**config.mk**
```make
export PLATFORM = sky130hd
export DESIGN_NAME = spi_stream_accum
export DESIGN_NICKNAME = d
export VERILOG_FILES = /design/src/rtl/spi_pkg.sv /design/src/rtl/spi_bit_engine.sv /design/src/rtl/spi_stream_accum.sv
export SDC_FILE = /design/constraint.sdc
export NUM_CORES = 1
export LEC_CHECK = 0
export CAP_MARGIN = 0
export CORE_MARGIN = 8
export CORE_UTILIZATION = 45
export CTS_CLUSTER_SIZE = 28
export DETAILED_ROUTE_END_ITERATION = 7
export GPL_ROUTABILITY_DRIVEN = 0
export PLACE_DENSITY = 0.71
export SYNTH_ARGS = -nofsm -noshare
export SYNTH_HDL_FRONTEND = slang
export SYNTH_SLANG_ARGS = --single-unit
```
**constraint.sdc**
```tcl
create_clock -name clk -period 4.8 [get_ports clk]
set_input_delay 0.96 -clock clk [delete_from_list [all_inputs] [get_ports clk]]
set_output_delay 0.96 -clock clk [all_outputs]
set_load 0.05 [all_outputs]
```
**src/rtl/spi_pkg.sv**
```systemverilog
// Shared types and constants for the SPI streaming accumulator.
// Holds the FSM state encoding, the fold-mode encoding and the READ opcode.
package spi_pkg;

  localparam logic [7:0] SPI_CMD_READ = 8'h03;

  typedef enum logic [2:0] {
    IDLE,
    CMD,
    ADDR,
    DATA,
    FINISH
  } SpiState;

  typedef enum logic [1:0] {
    FOLD_ADD = 2'd0,
    FOLD_XOR = 2'd1,
    FOLD_MAX = 2'd2
  } FoldMode;

endpackage

```
**src/rtl/spi_bit_engine.sv**
```systemverilog
// SPI mode-0 bit engine: SCLK divider, MSB-first TX/RX shifters, bit counter.
// word_done marks the sampling edge of the last bit of a len-bit frame.
module spi_bit_engine
  import spi_pkg::*;
#(
  parameter int WORD_W  = 32,
  parameter int TX_W    = 32,
  parameter int CLK_DIV = 2
) (
  input  logic              clk,
  input  logic              rst_n,
  input  logic              load,
  input  logic              stop,
  input  logic [TX_W-1:0]   tx_data,
  input  logic [5:0]        len,
  input  logic              miso,
  output logic              sclk,
  output logic              mosi,
  output logic              bit_done,
  output logic              word_done,
  output logic [WORD_W-1:0] rx_word
);

  localparam int DIV_W = (CLK_DIV > 1) ? $clog2(CLK_DIV) : 1;
  localparam logic [DIV_W-1:0] DIV_MAX = DIV_W'(CLK_DIV - 1);

  logic              run_q, run_d;
  logic              sclk_q, sclk_d;
  logic [DIV_W-1:0]  div_q, div_d;
  logic [1:0]        lead_q, lead_d;
  logic [5:0]        bit_q, bit_d;
  logic [TX_W-1:0]   tx_q, tx_d;
  logic [WORD_W-1:0] rx_q, rx_d;

  logic tick;
  logic rise;
  logic fall;

  assign tick      = run_q && (div_q == DIV_MAX);
  assign rise      = tick && (lead_q == 2'd0) && !sclk_q;
  assign fall      = tick && sclk_q;
  assign rx_word   = {rx_q[WORD_W-2:0], miso};
  assign word_done = rise && (bit_q == len - 6'd1);
  assign bit_done  = fall;
  assign sclk      = sclk_q;
  assign mosi      = tx_q[TX_W-1];

  always_comb begin
    run_d  = run_q;
    sclk_d = sclk_q;
    div_d  = div_q;
    lead_d = lead_q;
    bit_d  = bit_q;
    tx_d   = tx_q;
    rx_d   = rx_q;
    if (tick) begin
      div_d = '0;
    end else if (run_q) begin
      div_d = div_q + 1'b1;
    end
    // one idle SCLK period after CS falls before the first rising edge
    if (tick && (lead_q != 2'd0)) begin
      lead_d = lead_q - 2'd1;
    end
    if (rise) begin
      sclk_d = 1'b1;
      rx_d   = rx_word;
      bit_d  = word_done ? 6'd0 : bit_q + 6'd1;
    end
    if (fall) begin
      sclk_d = 1'b0;
      tx_d   = {tx_q[TX_W-2:0], 1'b0};
    end
    if (load) begin
      run_d  = 1'b1;
      sclk_d = 1'b0;
      div_d  = '0;
      lead_d = 2'd2;
      bit_d  = 6'd0;
      tx_d   = tx_data;
      rx_d   = '0;
    end else if (stop) begin
      run_d  = 1'b0;
      sclk_d = 1'b0;
      div_d  = '0;
      lead_d = 2'd0;
      bit_d  = 6'd0;
      tx_d   = '0;
    end
  end

  always_ff @(posedge clk or negedge rst_n) begin
    if (!rst_n) begin
      run_q  <= 1'b0;
      sclk_q <= 1'b0;
      div_q  <= '0;
      lead_q <= 2'd0;
      bit_q  <= 6'd0;
      tx_q   <= '0;
      rx_q   <= '0;
    end else begin
      run_q  <= run_d;
      sclk_q <= sclk_d;
      div_q  <= div_d;
      lead_q <= lead_d;
      bit_q  <= bit_d;
      tx_q   <= tx_d;
      rx_q   <= rx_d;
    end
  end

endmodule

```
**src/rtl/spi_stream_accum.sv**
```systemverilog
// SPI EEPROM streaming reader that folds each received word into an accumulator.
// Sequence: READ opcode, start address, then count words; add/xor/max fold.
module spi_stream_accum
  import spi_pkg::*;
#(
  parameter int WORD_W  = 32,
  parameter int ADDR_W  = 24,
  parameter int ACC_W   = 32,
  parameter int CNT_W   = 16,
  parameter int CLK_DIV = 2
) (
  input  logic                       clk,
  input  logic                       rst_n,
  input  logic                       IN_start,
  input  logic [ADDR_W-1:0]          IN_addr,
  input  logic [CNT_W-1:0]           IN_count,
  input  logic [1:0]                 IN_mode,
  input  logic                       IN_cancel,
  input  logic                       IN_clear,
  input  logic [$clog2(ACC_W/4)-1:0] IN_nibSel,
  output logic                       OUT_busy,
  output logic                       OUT_done,
  output logic                       OUT_wordValid,
  output logic [WORD_W-1:0]          OUT_word,
  output logic [ACC_W-1:0]           OUT_acc,
  output logic [3:0]                 OUT_nib,
  output logic                       OUT_sclk,
  output logic                       OUT_cs,
  output logic                       OUT_mosi,
  input  logic                       IN_miso
);

  localparam int NIB_W = $clog2(ACC_W / 4);
  localparam int NIB_N = ACC_W / 4;
  localparam int TX_W  = 8 + ADDR_W;
  localparam int FIN_W = $clog2(2 * CLK_DIV) + 1;
  localparam logic [FIN_W-1:0] FIN_MAX = FIN_W'(2 * CLK_DIV - 1);

  SpiState           state_q, state_d;
  logic              cs_q, cs_d;
  logic              done_q, done_d;
  logic              wv_q, wv_d;
  logic [WORD_W-1:0] word_q, word_d;
  logic [ACC_W-1:0]  acc_q, acc_d;
  logic [1:0]        mode_q, mode_d;
  logic [CNT_W-1:0]  rem_q, rem_d;
  logic              last_q, last_d;
  logic [FIN_W-1:0]  fin_q, fin_d;

  logic              load;
  logic              stop;
  logic [5:0]        len;
  logic              bit_done;
  logic              word_done;
  logic [WORD_W-1:0] rx_word;
  logic [ACC_W-1:0]  acc_base;
  logic [3:0]        nib;

  function automatic logic [ACC_W-1:0] fold(
    input logic [ACC_W-1:0] a,
    input logic [ACC_W-1:0] w,
    input logic [1:0]       m
  );
    logic [ACC_W-1:0] r;
    case (m)
      FOLD_XOR: r = a ^ w;
      FOLD_MAX: r = (w > a) ? w : a;
      default:  r = a + w;
    endcase
    return r;
  endfunction

  spi_bit_engine #(
    .WORD_W  (WORD_W),
    .TX_W    (TX_W),
    .CLK_DIV (CLK_DIV)
  ) u_engine (
    .clk       (clk),
    .rst_n     (rst_n),
    .load      (load),
    .stop      (stop),
    .tx_data   ({SPI_CMD_READ, IN_addr}),
    .len       (len),
    .miso      (IN_miso),
    .sclk      (OUT_sclk),
    .mosi      (OUT_mosi),
    .bit_done  (bit_done),
    .word_done (word_done),
    .rx_word   (rx_word)
  );

  always_comb begin
    len = 6'(WORD_W);
    if (state_q == CMD) begin
      len = 6'd8;
    end else if (state_q == ADDR) begin
      len = 6'(ADDR_W);
    end
  end

  always_comb begin
    state_d  = state_q;
    cs_d     = cs_q;
    done_d   = 1'b0;
    wv_d     = 1'b0;
    word_d   = word_q;
    acc_d    = acc_q;
    mode_d   = mode_q;
    rem_d    = rem_q;
    last_d   = last_q;
    fin_d    = fin_q;
    load     = 1'b0;
    stop     = 1'b0;
    acc_base = IN_clear ? '0 : acc_q;
    if (IN_clear) begin
      acc_d = '0;
    end
    unique case (state_q)
      IDLE: begin
        if (IN_start) begin
          if (IN_count == '0) begin
            done_d = 1'b1;
          end else begin
            state_d = CMD;
            cs_d    = 1'b0;
            load    = 1'b1;
            mode_d  = IN_mode;
            rem_d   = IN_count;
            last_d  = 1'b0;
          end
        end
      end
      CMD, ADDR: begin
        if (IN_cancel) begin
          state_d = FINISH;
          stop    = 1'b1;
          fin_d   = FIN_MAX;
        end else if (word_done) begin
          state_d = (state_q == CMD) ? ADDR : DATA;
        end
      end
      DATA: begin
        // cancel discards whatever word is in flight, even a complete one
        if (IN_cancel) begin
          state_d = FINISH;
          stop    = 1'b1;
          fin_d   = FIN_MAX;
        end else begin
          if (word_done) begin
            word_d = rx_word;
            wv_d   = 1'b1;
            acc_d  = fold(acc_base, ACC_W'(rx_word), mode_q);
            rem_d  = rem_q - CNT_W'(1);
            if (rem_q == CNT_W'(1)) begin
              last_d = 1'b1;
            end
          end
          if (bit_done && last_q) begin
            state_d = FINISH;
            stop    = 1'b1;
            fin_d   = FIN_MAX;
          end
        end
      end
      FINISH: begin
        if (fin_q == '0) begin
          state_d = IDLE;
          cs_d    = 1'b1;
          done_d  = 1'b1;
        end else begin
          fin_d = fin_q - 1'b1;
        end
      end
      default: begin
        state_d = IDLE;
        cs_d    = 1'b1;
      end
    endcase
  end

  always_comb begin
    nib = 4'h0;
    for (int i = 0; i < NIB_N; i++) begin
      if (IN_nibSel == NIB_W'(i)) begin
        nib = acc_q[i*4 +: 4];
      end
    end
  end

  always_ff @(posedge clk or negedge rst_n) begin
    if (!rst_n) begin
      state_q <= IDLE;
      cs_q    <= 1'b1;
      done_q  <= 1'b0;
      wv_q    <= 1'b0;
      word_q  <= '0;
      acc_q   <= '0;
      mode_q  <= 2'd0;
      rem_q   <= '0;
      last_q  <= 1'b0;
      fin_q   <= '0;
    end else begin
      state_q <= state_d;
      cs_q    <= cs_d;
      done_q  <= done_d;
      wv_q    <= wv_d;
      word_q  <= word_d;
      acc_q   <= acc_d;
      mode_q  <= mode_d;
      rem_q   <= rem_d;
      last_q  <= last_d;
      fin_q   <= fin_d;
    end
  end

  assign OUT_busy      = (state_q != IDLE);
  assign OUT_done      = done_q;
  assign OUT_wordValid = wv_q;
  assign OUT_word      = word_q;
  assign OUT_acc       = acc_q;
  assign OUT_nib       = nib;
  assign OUT_cs        = cs_q;

endmodule

```
==> results of run 1 <==
layout make-up:
type / count / area share
multi-input combinational: 1014 / 0.474
sequential: 166 / 0.313
timing repair buffer: 153 / 0.112
clock buffer: 17 / 0.0321
tap: 324 / 0.0306
inverter: 80 / 0.0226
clock inverter: 15 / 0.0153
state kept, by name, indices dropped and copies added, names as in the netlist:
| register | count |
|---|---|
| OUT_acc | 32 |
| OUT_word | 32 |
| u_engine.tx_q | 32 |
| u_engine.rx_q | 31 |
| rem_q | 16 |
| u_engine.bit_q | 6 |
| fin_q | 3 |
| state_q | 3 |
| mode_q | 2 |
| u_engine.lead_q | 2 |
| OUT_cs | 1 |
| OUT_done | 1 |
| OUT_wordValid | 1 |
| last_q | 1 |
| u_engine.div_q | 1 |
| u_engine.run_q | 1 |
| u_engine.sclk | 1 |
per-stage QoR:
| stage | std cells | area, um2 | total power [mW] | util |
|---|---|---|---|---|
| after floorplan | 1328 | 11000 | 2.86 | - |
| after global placement | 1737 | 12600 | 3.35 | 0.523 |
| after detailed placement | 1737 | 12600 | 3.40 | 0.523 |
| after CTS | 1769 | 13300 | 4.86 | 0.549 |
| after global routing | 1769 | 13300 | 5.12 | 0.549 |
| final | 1769 | 13300 | 4.86 | 0.549 |
placed cells by master, fill, tap and decap left out, types with 11 or more instances in the layout:
| cell type | instances |
|---|---|
| a21o_1 | 11 |
| o22ai_1 | 27 |
| nor3_1 | 24 |
| o21ai_0 | 98 |
| a31oi_1 | 12 |
| ha_1 | 79 |
| buf_4 | 27 |
| nor2_1 | 66 |
| nand3_1 | 23 |
| nor4_1 | 13 |
| nor2b_1 | 16 |
| clkbuf_16 | 17 |
| nand2b_1 | 42 |
| clkdlybuf4s50_1 | 123 |
| dfrtp_1 | 165 |
| nand2_1 | 253 |
| inv_1 | 78 |
| mux2i_1 | 40 |
| xnor2_1 | 13 |
| a21oi_1 | 131 |
power groups by stage:
stage                     logic, mW  clock network (mW)  registers [mW]
final                          1.59                1.46            1.81
after global routing           1.74                1.54            1.84
after CTS                      1.57                1.48            1.81
after detailed placement       1.57                   0            1.83
after global placement         1.53                   0            1.82
after floorplan                1.06                   0            1.80
per-layer routing:
layer  routed length, um  share of wire  vias up  GRT usage
met5                   0              0        -          0
met2               14900           0.45      425      0.338
met3                2790          0.085       67     0.0516
met1               14500           0.44     4907      0.294
met4                 801          0.024        0     0.0743
li1                    -              -     4867          -
worst register-to-register path: stages (launching register included):
cell	delay [ns]
dfrtp_1	0.39
inv_1	0.06
ha_1	0.19
nand4b_2	0.11
buf_4	0.25
or4_1	0.52
a2111o_2	0.63
inv_2	0.53
nor2_1	0.42
o21ai_0	0.28
o21ai_0	0.14
cell families (layout without fill, tap and decap cells):
kind of cell,count (synthesis),after routing,share of synthesized area
AOI/OAI and AO/OA,378,378,0.211
and+or+nand+nor,495,495,0.209
xor gates and xnor gates,16,16,0.0127
DFF,166,166,0.377
muxes,45,45,0.0435
adders and majority gates,80,80,0.0915
buffers and inverters,148,265,0.0548
worst max path at each step:
stage	from	endpoint	slack (ns)
after floorplan	IN_clear	OUT_acc[17]	1.00
after global placement	IN_clear	OUT_acc[28]	0.28
after detailed placement	IN_clear	OUT_acc[28]	0.12
after CTS	IN_nibSel[1]	OUT_nib[0]	0.50
after global routing	IN_nibSel[1]	OUT_nib[2]	0.30
final	IN_clear	OUT_acc[28]	0.48
==> results.py, run 1 <==
metrics = {
    "clock_tree": {
        "cts_max_path_buffers": 2,
        "cts_num_sinks": 166,
        "cts_setup_buffers": 0,
        "h-tree-depth": 4,
        "cts_root_buf": "clkbuf_16",
        "clk_latency_ns": 0.44,
        "cts_resized": 0,
        "tritoncts": "built",
        "postCtsHoldBufs": 0,
        "path_clk_slew_ns": 0.08,
        "numCtsBuffers": 17,
    },
    "placement": {
        "hpwl_um": 23600,
        "io_buffers": 124,
        "pre_cts_ws_ns": 0.116,
    },
    "synth": {
        "synthTopCellsByCount": "nand2_1 (253), dfrtp_1 (165), a21oi_1 (131)",
        "ys_async_sr_fraction": 1.00,
        "synth_warnings": 0,
        "synth.avg_cell_area_um2": 8.30,
        "synth_edf_count": 0,
        "synthFlopType": "dfrtp_1",
        "netlist_area_um2": 11000,
        "ys_seq_area_frac": 0.377,
        "synth-seq-cells": 166,
        "synth_top_area_frac": 0.374,
        "syn_nets": 1459,
        "synth.distinct_cells": 82,
        "syn_inst": 1328,
        "netlist_top_cells_area": "dfrtp_1 (37%), ha_1 (9.0%), nand2_1 (8.6%), a21oi_1 (5.9%), o21ai_0 (4.4%)",
        "synth.most_common_cell": "nand2_1",
        "synth_largest_area_cell": "dfrtp_1",
    },
    "min_path": {
        "min_to": "OUT_word[16]",
        "whs_path_depth": 2,
        "hp-class": "reg2reg",
        "worstHoldStart": "OUT_word[16]",
    },
    "layout": {
        "multiInputGateArea_um2": 6290,
        "diodes": 0,
        "fin_nets": 1563,
        "drive_gt1_frac": 0.0692,
        "fill_cells": 2260,
        "ff_latch_area_um2": 4160,
        "area_delta_synth_final_pct": 20.3,
    },
    "power_and_ir_drop": {
        "switching_share": 0.403,
        "pwr-share-clk": 0.301,
        "p_int_mw": 2.90,
        "p_per_area_nw_per_um2": 366,
        "combPwrFrac": 0.327,
        "pwr-share-seq": 0.372,
        "p_sw_mw": 1.96,
        "p_leak_nw": 6.06,
        "vdd_drop_max_v": 0.000285,
    },
    "floorplanning": {
        "rows": 57,
        "start_util": 0.456,
        "die-area_um2": 29800,
        "io_pins": 125,
        "die_w_um": 173,
        "die_y_um": 173,
        "design.core.area_um2": 24200,
    },
    "timing": {
        "finalCriticalPeriod_ns": 4.32,
        "rsz0062_at_grt": "false",
        "finalSetupViolCount": 0,
        "report.final.slew_viol_count": 0,
        "fmax_mhz": 231,
        "worst_slack_ns": 0.479,
        "post-route-period-util": 0.900,
        "worst_pin_slew_ns": 1.06,
        "whs_ns": 0.474,
        "relSlewSlack": 0.293,
        "setup_tns_ns": 0,
        "finalClockSkew_ns": 0.00769,
        "hold_viol": 0,
    },
    "detailed_routing": {
        "num_vias": 10300,
        "detail_route.wl_per_cell_um": 18.7,
        "route.detailed.drc": 0,
        "via_per_inst": 5.80,
        "drtIter0Drc": 820,
        "routed_wl_um": 33000,
        "first_pass_iters": 6,
        "drtAntennaViolNets": 0,
    },
    "flow_run": {
        "maxCapViolCount": 0,
    },
    "grt": {
        "grt_use_total": 0.218,
        "grt_max_degree": 109,
        "grt_overflow": 0,
        "grt_pass1_vias": 10100,
        "grt_first_pass_wirelength_um": 53700,
        "antenna_found_initial": 0,
    },
    "worst_setup_path": {
        "crit_family": "compound AO/OA/AOI/OAI gates",
        "end_kind": "flop",
        "cp.depth": 14,
        "path_buf_inv": 3,
        "critPathMaxStageDelay_ns": 0.46,
        "crit_path_start_kind": "input port",
        "critPathMaxFanout": 32,
        "r2r_slack_ns": 1.08,
        "arrival_ns": 4.65,
        "required_ns": 5.13,
        "path_class": "in2reg",
        "crit_chain": "clkdlybuf4s50_1 > buf_12 > nor2b_1 > ha_1 > inv_1 > fa_1 > o21ba_2 > nor4_2 > o311ai_0 > a31o_2 > a211o_1 > o311a_1 > nor4_1 > and3b_1",
        "rr_endpoint": "rem_q[11]",
        "r2r_cells": 10,
        "crit_path_top_delay_cell": "clkdlybuf4s50_1",
        "timing.rr.start": "u_engine.lead_q[0]",
    },
    "outcome": {
        "status": "complete, no violations",
    },
}
(Power assumes the default switching activity.)
==> run 2: changes to the inputs <==
--- a/config.mk
+++ b/config.mk
@@ -7,11 +7,11 @@
 export LEC_CHECK = 0
 export CAP_MARGIN = 0
 export CORE_MARGIN = 8
-export CORE_UTILIZATION = 45
+export CORE_UTILIZATION = 25
 export CTS_CLUSTER_SIZE = 28
 export DETAILED_ROUTE_END_ITERATION = 7
 export GPL_ROUTABILITY_DRIVEN = 0
-export PLACE_DENSITY = 0.71
+export PLACE_DENSITY = 0.47
 export SYNTH_ARGS = -nofsm -noshare
 export SYNTH_HDL_FRONTEND = slang
 export SYNTH_SLANG_ARGS = --single-unit
==> results.py, run 2 (synthesis gave the netlist of run 1 again) <==
metrics = {
    "outcome": {
        "status": "complete, no violations",
    },
    "detailed_routing": {
        "detail_route.wl_per_cell_um": 18.8,
        "drtIter0Drc": 798,
        "via_per_inst": 4.96,
        "first_pass_iters": 6,
        "drtAntennaViolNets": 0,
        "routed_wl_um": 38600,
        "route.detailed.drc": 0,
        "num_vias": 10200,
    },
    "worst_setup_path": {
        "arrival_ns": 4.59,
        "crit_path_start_kind": "input port",
        "path_class": "in2reg",
        "required_ns": 5.18,
        "crit_path_top_delay_cell": "clkdlybuf4s50_1",
        "crit_chain": "clkdlybuf4s50_1 > buf_12 > nor2b_1 > ha_1 > inv_1 > fa_1 > o21ba_2 > nor4_2 > o311ai_0 > a31o_2 > a211o_1 > a21oi_1 > mux2_2 > nor3_1",
        "critPathMaxFanout": 32,
        "end_kind": "flop",
        "critPathMaxStageDelay_ns": 0.44,
    },
    "clock_tree": {
        "cts_setup_buffers": 0,
        "h-tree-depth": 4,
        "tritoncts": "built",
        "cts_num_sinks": 166,
        "clk_latency_ns": 0.46,
        "cts_resized": 0,
        "cts_root_buf": "clkbuf_16",
        "path_clk_slew_ns": 0.08,
        "numCtsBuffers": 17,
        "cts_max_path_buffers": 2,
        "postCtsHoldBufs": 0,
    },
    "power_and_ir_drop": {
        "power.total_mw": 4.90,
        "p_per_area_nw_per_um2": 357,
        "p_leak_nw": 6.15,
        "vdd_drop_max_v": 0.000266,
    },
    "grt": {
        "grt.met2_usage": 0.229,
        "busiest_layer": "met2",
        "grt_first_pass_wirelength_um": 60400,
        "grt_max_degree": 97,
        "grt_use_total": 0.152,
        "grt_use_met1": 0.214,
        "grtUsageMet3": 0.0340,
        "antenna_found_initial": 0,
        "grt_pass1_vias": 10100,
        "grt_overflow": 0,
    },
    "timing": {
        "hold_viol": 0,
        "setup_tns_ns": 0,
        "rsz0062_at_grt": "false",
        "fmax_mhz": 237,
        "finalCriticalPeriod_ns": 4.22,
        "report.final.slew_viol_count": 0,
        "worst_pin_slew_ns": 1.07,
        "relSlewSlack": 0.283,
        "finalSetupViolCount": 0,
        "finalClockSkew_ns": 0.0131,
        "post-route-period-util": 0.879,
    },
    "floorplanning": {
        "design.core.area_um2": 43800,
        "io_pins": 125,
        "die_w_um": 226,
        "rows": 77,
        "die-area_um2": 51100,
        "die_y_um": 226,
        "start_util": 0.252,
    },
    "layout": {
        "area_delta_synth_final_pct": 24.5,
        "fin_nets": 1582,
        "diodes": 0,
        "mostFrequentLayoutCell": "nand2_1",
        "layout_common_cells": "nand2_1 (253), dfrtp_1 (165), a21oi_1 (131)",
        "drive_gt1_frac": 0.0827,
    },
    "placement": {
        "io_buffers": 124,
        "hpwl_um": 27600,
    },
    "min_path": {
        "hp-class": "reg2reg",
    },
    "flow_run": {
        "maxCapViolCount": 0,
    },
}
-- run 2: layout make-up --
type | count | area, um2
timing repair buffer | 172 | 1640
sequential | 166 | 4160
clock buffer | 19 | 453
inverter | 80 | 300
tap | 592 | 741
multi-input combinational | 1014 | 6290
fill | 4658 | 30100
clock inverter | 13 | 158
-- run 2: power breakdown --
part,internal (mW),leakage [nW],total [mW],switching [mW]
Clock,0.772,0.294,1.46,0.692
Sequential,1.62,2.22,1.81,0.184
Combinational,0.529,3.64,1.63,1.10
-- run 2: path summary, 6_finish.rpt --
kind | start | to | slack, ns | cells after the start
worst max-delay path | IN_clear | OUT_acc[30] | 0.58 | 14
worst min-delay path | fin_q[0] | fin_q[0] | 0.47 | 1
worst max register to register | u_engine.lead_q[0] | rem_q[1] | 1.19 | 10
worst min register to register | fin_q[0] | fin_q[0] | 0.47 | 1
max in group asynchronous | rst_n | OUT_acc[6] | 3.23 | 2
min in group asynchronous | rst_n | u_engine.tx_q[19] | 0.63 | 1
-- run 2: routing by layer --
| metal | up-vias | part of all wire |
|---|---|---|
| met5 | - | 0 |
| met4 | 0 | 0.016 |
| met3 | 40 | 0.065 |
| met2 | 316 | 0.44 |
| met1 | 4943 | 0.48 |
| li1 | 4898 | - |
-- run 2: worst max-delay path: cells and delay by family --
kind / cells / cell delay, ns
AOI/OAI and AO/OA: 5 / 1.41
adders and majority gates: 2 / 0.60
buffers and inverters: 3 / 0.69
muxes: 1 / 0.35
and+or+nand+nor: 3 / 0.55
-- run 2: through the flow --
stage | cell area [um2] | worst slack, ns | cells | hold WS, ns | utilization
after floorplan | 11000 | 1.00 | 1328 | 0.440 | -
after global placement | 13100 | 0.204 | 2024 | 0.461 | 0.299
after detailed placement | 13100 | 0.111 | 2024 | 0.461 | 0.299
after CTS | 13700 | 0.609 | 2056 | 0.472 | 0.313
after global routing | 13700 | 0.233 | 2056 | 0.503 | 0.313
final | 13700 | 0.583 | 2056 | 0.473 | 0.313
==> run 3: changes to the inputs <==
--- a/config.mk
+++ b/config.mk
@@ -10,8 +10,10 @@
 export CORE_UTILIZATION = 25
 export CTS_CLUSTER_SIZE = 28
 export DETAILED_ROUTE_END_ITERATION = 7
+export DONT_BUFFER_PORTS = 1
 export GPL_ROUTABILITY_DRIVEN = 0
-export PLACE_DENSITY = 0.47
+export PLACE_DENSITY = 0.43
+export REMOVE_ABC_BUFFERS = 1
 export SYNTH_ARGS = -nofsm -noshare
 export SYNTH_HDL_FRONTEND = slang
 export SYNTH_SLANG_ARGS = --single-unit
==> results.py, run 3 (synthesis gave the netlist of run 1 again) <==
metrics = {
    "clock_tree": {
        "cts_num_sinks": 166,
        "h-tree-depth": 4,
        "cts_setup_buffers": 0,
        "cts_root_buf": "clkbuf_16",
        "numCtsBuffers": 17,
        "clk_latency_ns": 0.49,
        "cts_resized": 0,
        "cts_max_path_buffers": 2,
        "path_clk_slew_ns": 0.07,
        "tritoncts": "built",
        "postCtsHoldBufs": 0,
    },
    "worst_setup_path": {
        "path_class": "reg2reg",
        "required_ns": 5.15,
        "critPathMaxStageDelay_ns": 0.77,
        "r2r_cells": 10,
        "crit_chain": "nand2b_1 > ha_1 > nand4_1 > nor4_1 > a21boi_1 > a22oi_4 > buf_4 > mux2_2 > a21oi_1 > a211oi_2",
        "crit_path_top_delay_cell": "dfrtp_1",
        "arrival_ns": 4.57,
        "rr_endpoint": "OUT_acc[15]",
        "crit_path_start_kind": "flop",
        "r2r_slack_ns": 0.58,
        "timing.rr.start": "OUT_acc[13]",
        "critPathMaxFanout": 17,
        "end_kind": "flop",
        "crit_family": "simple AND/OR/NAND/NOR gates",
        "path_buf_inv": 1,
    },
    "layout": {
        "fin_nets": 1451,
        "finalInstanceArea_um2": 12400,
        "area_delta_synth_final_pct": 12.6,
        "mostFrequentLayoutCell": "nand2_1",
        "final_core_util": 0.283,
        "layout_common_cells": "nand2_1 (253), dfrtp_1 (165), a21oi_1 (131)",
        "diodes": 0,
        "drive_gt1_frac": 0.0818,
    },
    "timing": {
        "report.final.slew_viol_count": 0,
        "worst_pin_slew_ns": 1.23,
        "fmax_mhz": 237,
        "finalSetupViolCount": 0,
        "finalClockSkew_ns": 0.0126,
        "hold_viol": 0,
        "rsz0062_at_grt": "false",
        "finalCriticalPeriod_ns": 4.22,
        "relSlewSlack": 0.179,
        "post-route-period-util": 0.878,
        "whs_ns": 0.172,
        "setup_tns_ns": 0,
    },
    "grt": {
        "grt_overflow": 0,
        "grt_use_total": 0.153,
        "antenna_found_initial": 0,
        "grt_max_degree": 167,
        "grt_pass1_vias": 9612,
        "grt_first_pass_wirelength_um": 59400,
    },
    "power_and_ir_drop": {
        "vdd_drop_max_v": 0.000288,
        "p_int_mw": 2.90,
        "p_leak_nw": 5.68,
        "pwr-share-seq": 0.384,
        "power.total_mw": 4.81,
        "p_sw_mw": 1.91,
        "switching_share": 0.397,
        "p_per_area_nw_per_um2": 388,
        "combPwrFrac": 0.305,
        "pwr-share-clk": 0.312,
    },
    "placement": {
        "dpl_cell_area_um2": 11800,
        "hpwl_um": 26300,
        "io_buffers": 0,
    },
    "min_path": {
        "hp-class": "in2async",
    },
    "flow_run": {
        "maxCapViolCount": 0,
    },
    "detailed_routing": {
        "first_pass_iters": 5,
        "route.detailed.drc": 0,
        "num_vias": 9582,
        "drtAntennaViolNets": 0,
        "via_per_inst": 4.98,
        "drtIter0Drc": 620,
        "routed_wl_um": 38300,
        "detail_route.wl_per_cell_um": 19.9,
    },
    "floorplanning": {
        "die_y_um": 226,
        "io_pins": 125,
        "design.core.area_um2": 43800,
        "die-area_um2": 51100,
        "rows": 77,
        "die_w_um": 226,
        "start_util": 0.252,
    },
    "outcome": {
        "status": "complete, no violations",
    },
}
[run 3: cell count changes in the layout (fill, tap and decap cells not counted), moves of 3 or more]
cell and delta:
inv_6 -3, clkdlybuf4s50_1 -121, clkinv_4 +5, buf_4 -7
[run 3: metrics by stage]
stage                     std cells  setup slack, ns
after CTS                      1925            0.602
after floorplan                1260            0.359
after detailed placement       1893            0.424
after global routing           1925            0.394
after global placement         1893            0.481
final                          1925            0.584
[run 3: how the worst max path moves through the flow]
stage / from / slack [ns] / to / depth (start not counted)
after floorplan: u_engine.sclk / 0.36 / rem_q[1] / 7
after global placement: IN_clear / 0.48 / OUT_acc[15] / 11
after detailed placement: IN_clear / 0.42 / OUT_acc[15] / 10
after CTS: OUT_acc[13] / 0.60 / OUT_acc[15] / 10
after global routing: OUT_acc[13] / 0.39 / OUT_acc[15] / 10
final: OUT_acc[13] / 0.58 / OUT_acc[15] / 10
[run 3: worst register-to-register path: stages, from the launching register on]
cell	delay, ns
dfrtp_1	0.77
nand2b_1	0.21
ha_1	0.50
nand4_1	0.21
nor4_1	0.64
a21boi_1	0.20
a22oi_4	0.63
buf_4	0.34
mux2_2	0.35
a21oi_1	0.18
a211oi_2	0.05
[run 3: cell type report]
type / count / area, um2
Sequential cell: 166 / 4160
Timing Repair Buffer: 41 / 320
Fill cell: 4740 / 31400
Tap cell: 592 / 741
Clock inverter: 13 / 175
Multi-Input combinational cell: 1014 / 6290
Clock buffer: 19 / 433
Inverter: 80 / 300
[run 3: power by group through the flow]
stage / Sequential, mW / Clock (mW) / Combinational (mW)
after global placement: 1.87 / 0 / 1.47
after detailed placement: 1.87 / 0 / 1.48
after global routing: 1.88 / 1.61 / 1.64
after CTS: 1.85 / 1.57 / 1.49
after floorplan: 1.81 / 0 / 0.970
final: 1.85 / 1.50 / 1.47
[run 3: layer usage]
layer	vias to the layer above	global-route usage	share of wire
met3	49	0.0422	0.069
met2	247	0.236	0.45
met1	4646	0.198	0.46
met5	-	0	0
li1	4640	-	-
met4	0	0.0656	0.024
==> RTL edit: new RTL, config.mk and constraints of run 2 <==
`CLK_DIV` is set to 2 in 2 places; all go to 4.
--- a/src/rtl/spi_bit_engine.sv
+++ b/src/rtl/spi_bit_engine.sv
@@ -5,7 +5,7 @@
 #(
   parameter int WORD_W  = 32,
   parameter int TX_W    = 32,
-  parameter int CLK_DIV = 2
+  parameter int CLK_DIV = 4
 ) (
   input  logic              clk,
   input  logic              rst_n,
--- a/src/rtl/spi_stream_accum.sv
+++ b/src/rtl/spi_stream_accum.sv
@@ -7,7 +7,7 @@
   parameter int ADDR_W  = 24,
   parameter int ACC_W   = 32,
   parameter int CNT_W   = 16,
-  parameter int CLK_DIV = 2
+  parameter int CLK_DIV = 4
 ) (
   input  logic                       clk,
   input  logic                       rst_n,
Formal check against the unedited RTL: not equivalent (a bounded check fails within 10 cycles, from zero or initial values and one cycle with rst_n low).
==> RTL edit against run 2 <==
Hold slack better by 2.0 ps. Critical endpoint is now OUT_nib[2]. Clock skew is 2.0 ps lower. Area after synthesis increased by 2.6%. Critical path depth down 10. Power down 7.7%. Worst setup slack got worse by 140 ps. Highest routed layer is now met5. Wire length is 0.71% higher. Via count increased by 1.9%. Cell area grew 2.0%. Sequential cell count rose by 2. Non-clock buffer count grew 1.
==> RTL edit: results (changes against run 2) <==
• complete, no violations — result of the run
• 8.84% — share of post-route cells with drive strength above 1, +0.57 points
• 1,484 — net count after synthesis, +1.7%
• 80 — Synth cell types, -2.4%
• 17 — number of buffers created by CTS, unchanged
• 2,050 — Cell Count Post-Placement, +1.3%
• 38,900 um — detailed-route wire length, +0.71%
• 4,750 — fillers, +2.0%
• 130 ps — pre-CTS setup slack, +19.1 ps
• 4 — H-tree lvl count, unchanged
• 2 — count of cells along the worst hold path, +1
• 10,239 — vias in the first global route, +0.90%
• 0 — number of warnings issued by yosys, unchanged
• u_engine.lead_q[0] — Reg2Reg Launch Point
• 5 — Detailed Routing Iterations Pass 1, -1
• 850 ps — highest cell delay on the worst timing path, +410 ps
• 4.99 — mean number of vias per cell, +0.61%
• 2 — number of buffers between clock root and the deepest sink, unchanged
• 90.7% — fraction of the cycle the final worst path needs, +2.8 points
• 18.7 um — average wire length per cell after detail routing, -0.55%
• 8.36 um^2 — synthesized area per cell, +0.68%
• 970 ps — Register-to-Register Setup Slack, -220 ps
• 244 x nand2_1, 167 x dfrtp_1, 135 x a21oi_1, 104 x o21ai_0, 79 x ha_1 — most instantiated cells after synthesis
• rem_q[3] — endpoint of the worst-slack reg-to-reg timing path
• 73 — pin count of the biggest net entering global routing, -25%
• OUT_word[19] — terminating pin of the worst hold path
• 8 — depth of the worst register-to-register path, -2
• dfrtp_1 37%, ha_1 8.7%, nand2_1 8.1% — synth top area cells
• 60,900 um — first-pass GRT wire length, +0.76%
• 0 — count of instances resized after the clock tree is built, unchanged
• 20.6% — area fraction in compound gates after synthesis, -0.50 points
• 3390 ps — Crit path arrival time, -1200 ps
• 14.7% — global-route usage over all layers, -0.43 points
• 100% — proportion of synthesized flip-flops having asynchronous set or reset, unchanged
• 475 ps — worst hold slack across all endpoints, +2.03 ps
• 60 ps — clock input transition at the sequential cells of the worst setup and hold paths, -20 ps
• 37.2% — sequential-to-total area share from yosys stat, -0.50 points
• OUT_word[19] — launch instance of the worst min-delay path
• reg -> reg — class of the most critical hold timing path
• 27,900 um — DPL Wire Length, +0.84%
• 2.17% — xor/xnor share of the synthesized area, +0.90 points
• 16.3% — Slew Limit Headroom, -12 points
• 45,000 um^2 — area of the core region, +2.6%
• clkbuf_16 — cell at the root of the clock tree
• 2 — initial antenna violation count, +2
• 1,600 — post-layout net count, +1.1%
• 764 — first-iteration detailed-routing DRC count, -4.3%
• 13 — largest fanout of any net on the critical path, -59%
• dfrtp_1 — Primary FF master, synth
• 6.21 nW — leak pwr, +1.1%
• 5.13% — fraction of synthesized area in multiplexers, +0.79 points
• 8.92% — post-synthesis share of cell area spent on full adders, half adders and majority gates, -0.23 points
• 0.242 mV — maximum vdd ir drop, -8.9%
• 11.2 ps — Worst Skew, -1.96 ps
## RTL edit: changes by cell type after synthesis, sizes merged, moves of 7 or more
cell / change
a311oi: +7
xnor2: +10
nor3: +9
nor2: +7
nand2: -10
o21bai: +8
clkbuf: +14
o22ai: -17
## RTL edit: where the power goes
part,internal (mW),switching [mW]
sequential,1.63,0.186
clock,0.736,0.691
combinational,0.426,0.852
total,2.79,1.73
## RTL edit: worst max-delay path by stage
stage            startpoint           to
3_3_place_gp       IN_clear  OUT_acc[31]
6_report       IN_nibSel[0]   OUT_nib[2]
2_1_floorplan      IN_clear  OUT_acc[31]
3_5_place_dp       IN_clear  OUT_acc[26]
5_1_grt        IN_nibSel[0]   OUT_nib[3]
4_1_cts        IN_nibSel[0]   OUT_nib[2]
## RTL edit: final cells by class
type	count	area share, %
Clock buffer	17	3.04
Clock inverter	15	1.10
Timing Repair Buffer	173	11.8
Multi-Input combinational cell	1031	46.6
Inverter	78	2.09
Tap cell	600	5.36
Sequential cell	168	30.0
## RTL edit: metal layers
layer | GRT usage (%) | vias up | routed length (um)
met1 | 19.4 | 5029 | 17700
met2 | 23.2 | 302 | 17900
met3 | 3.90 | 59 | 2450
met5 | 0 | - | 24
li1 | - | 4995 | -
met4 | 4.97 | 4 | 873
## RTL edit: critical path: cells and delay by family
family,cells,cell delay [ps]
multiplexers,2,860
buffers and inverters,2,1560
## RTL edit: cell families (layout without fill, tap and decap cells)
kind of cell               count (synthesis)  count (layout)
and+or+nand+nor                          497             497
AOI/OAI and AO/OA                        374             374
DFF                                      168             168
buffers and inverters                    154             283
adders and majority gates                 80              80
muxes                                     52              52
xor gates and xnor gates                  28              28
## RTL edit: metrics by stage
| step | power (mW) | cell area, um^2 |
|---|---|---|
| global placement | 3.12 | 13400 |
| CTS | 4.61 | 14000 |
| global route | 4.82 | 14000 |
| finish | 4.52 | 14000 |
| floorplan | 2.63 | 11300 |
| detailed placement | 3.14 | 13400 |
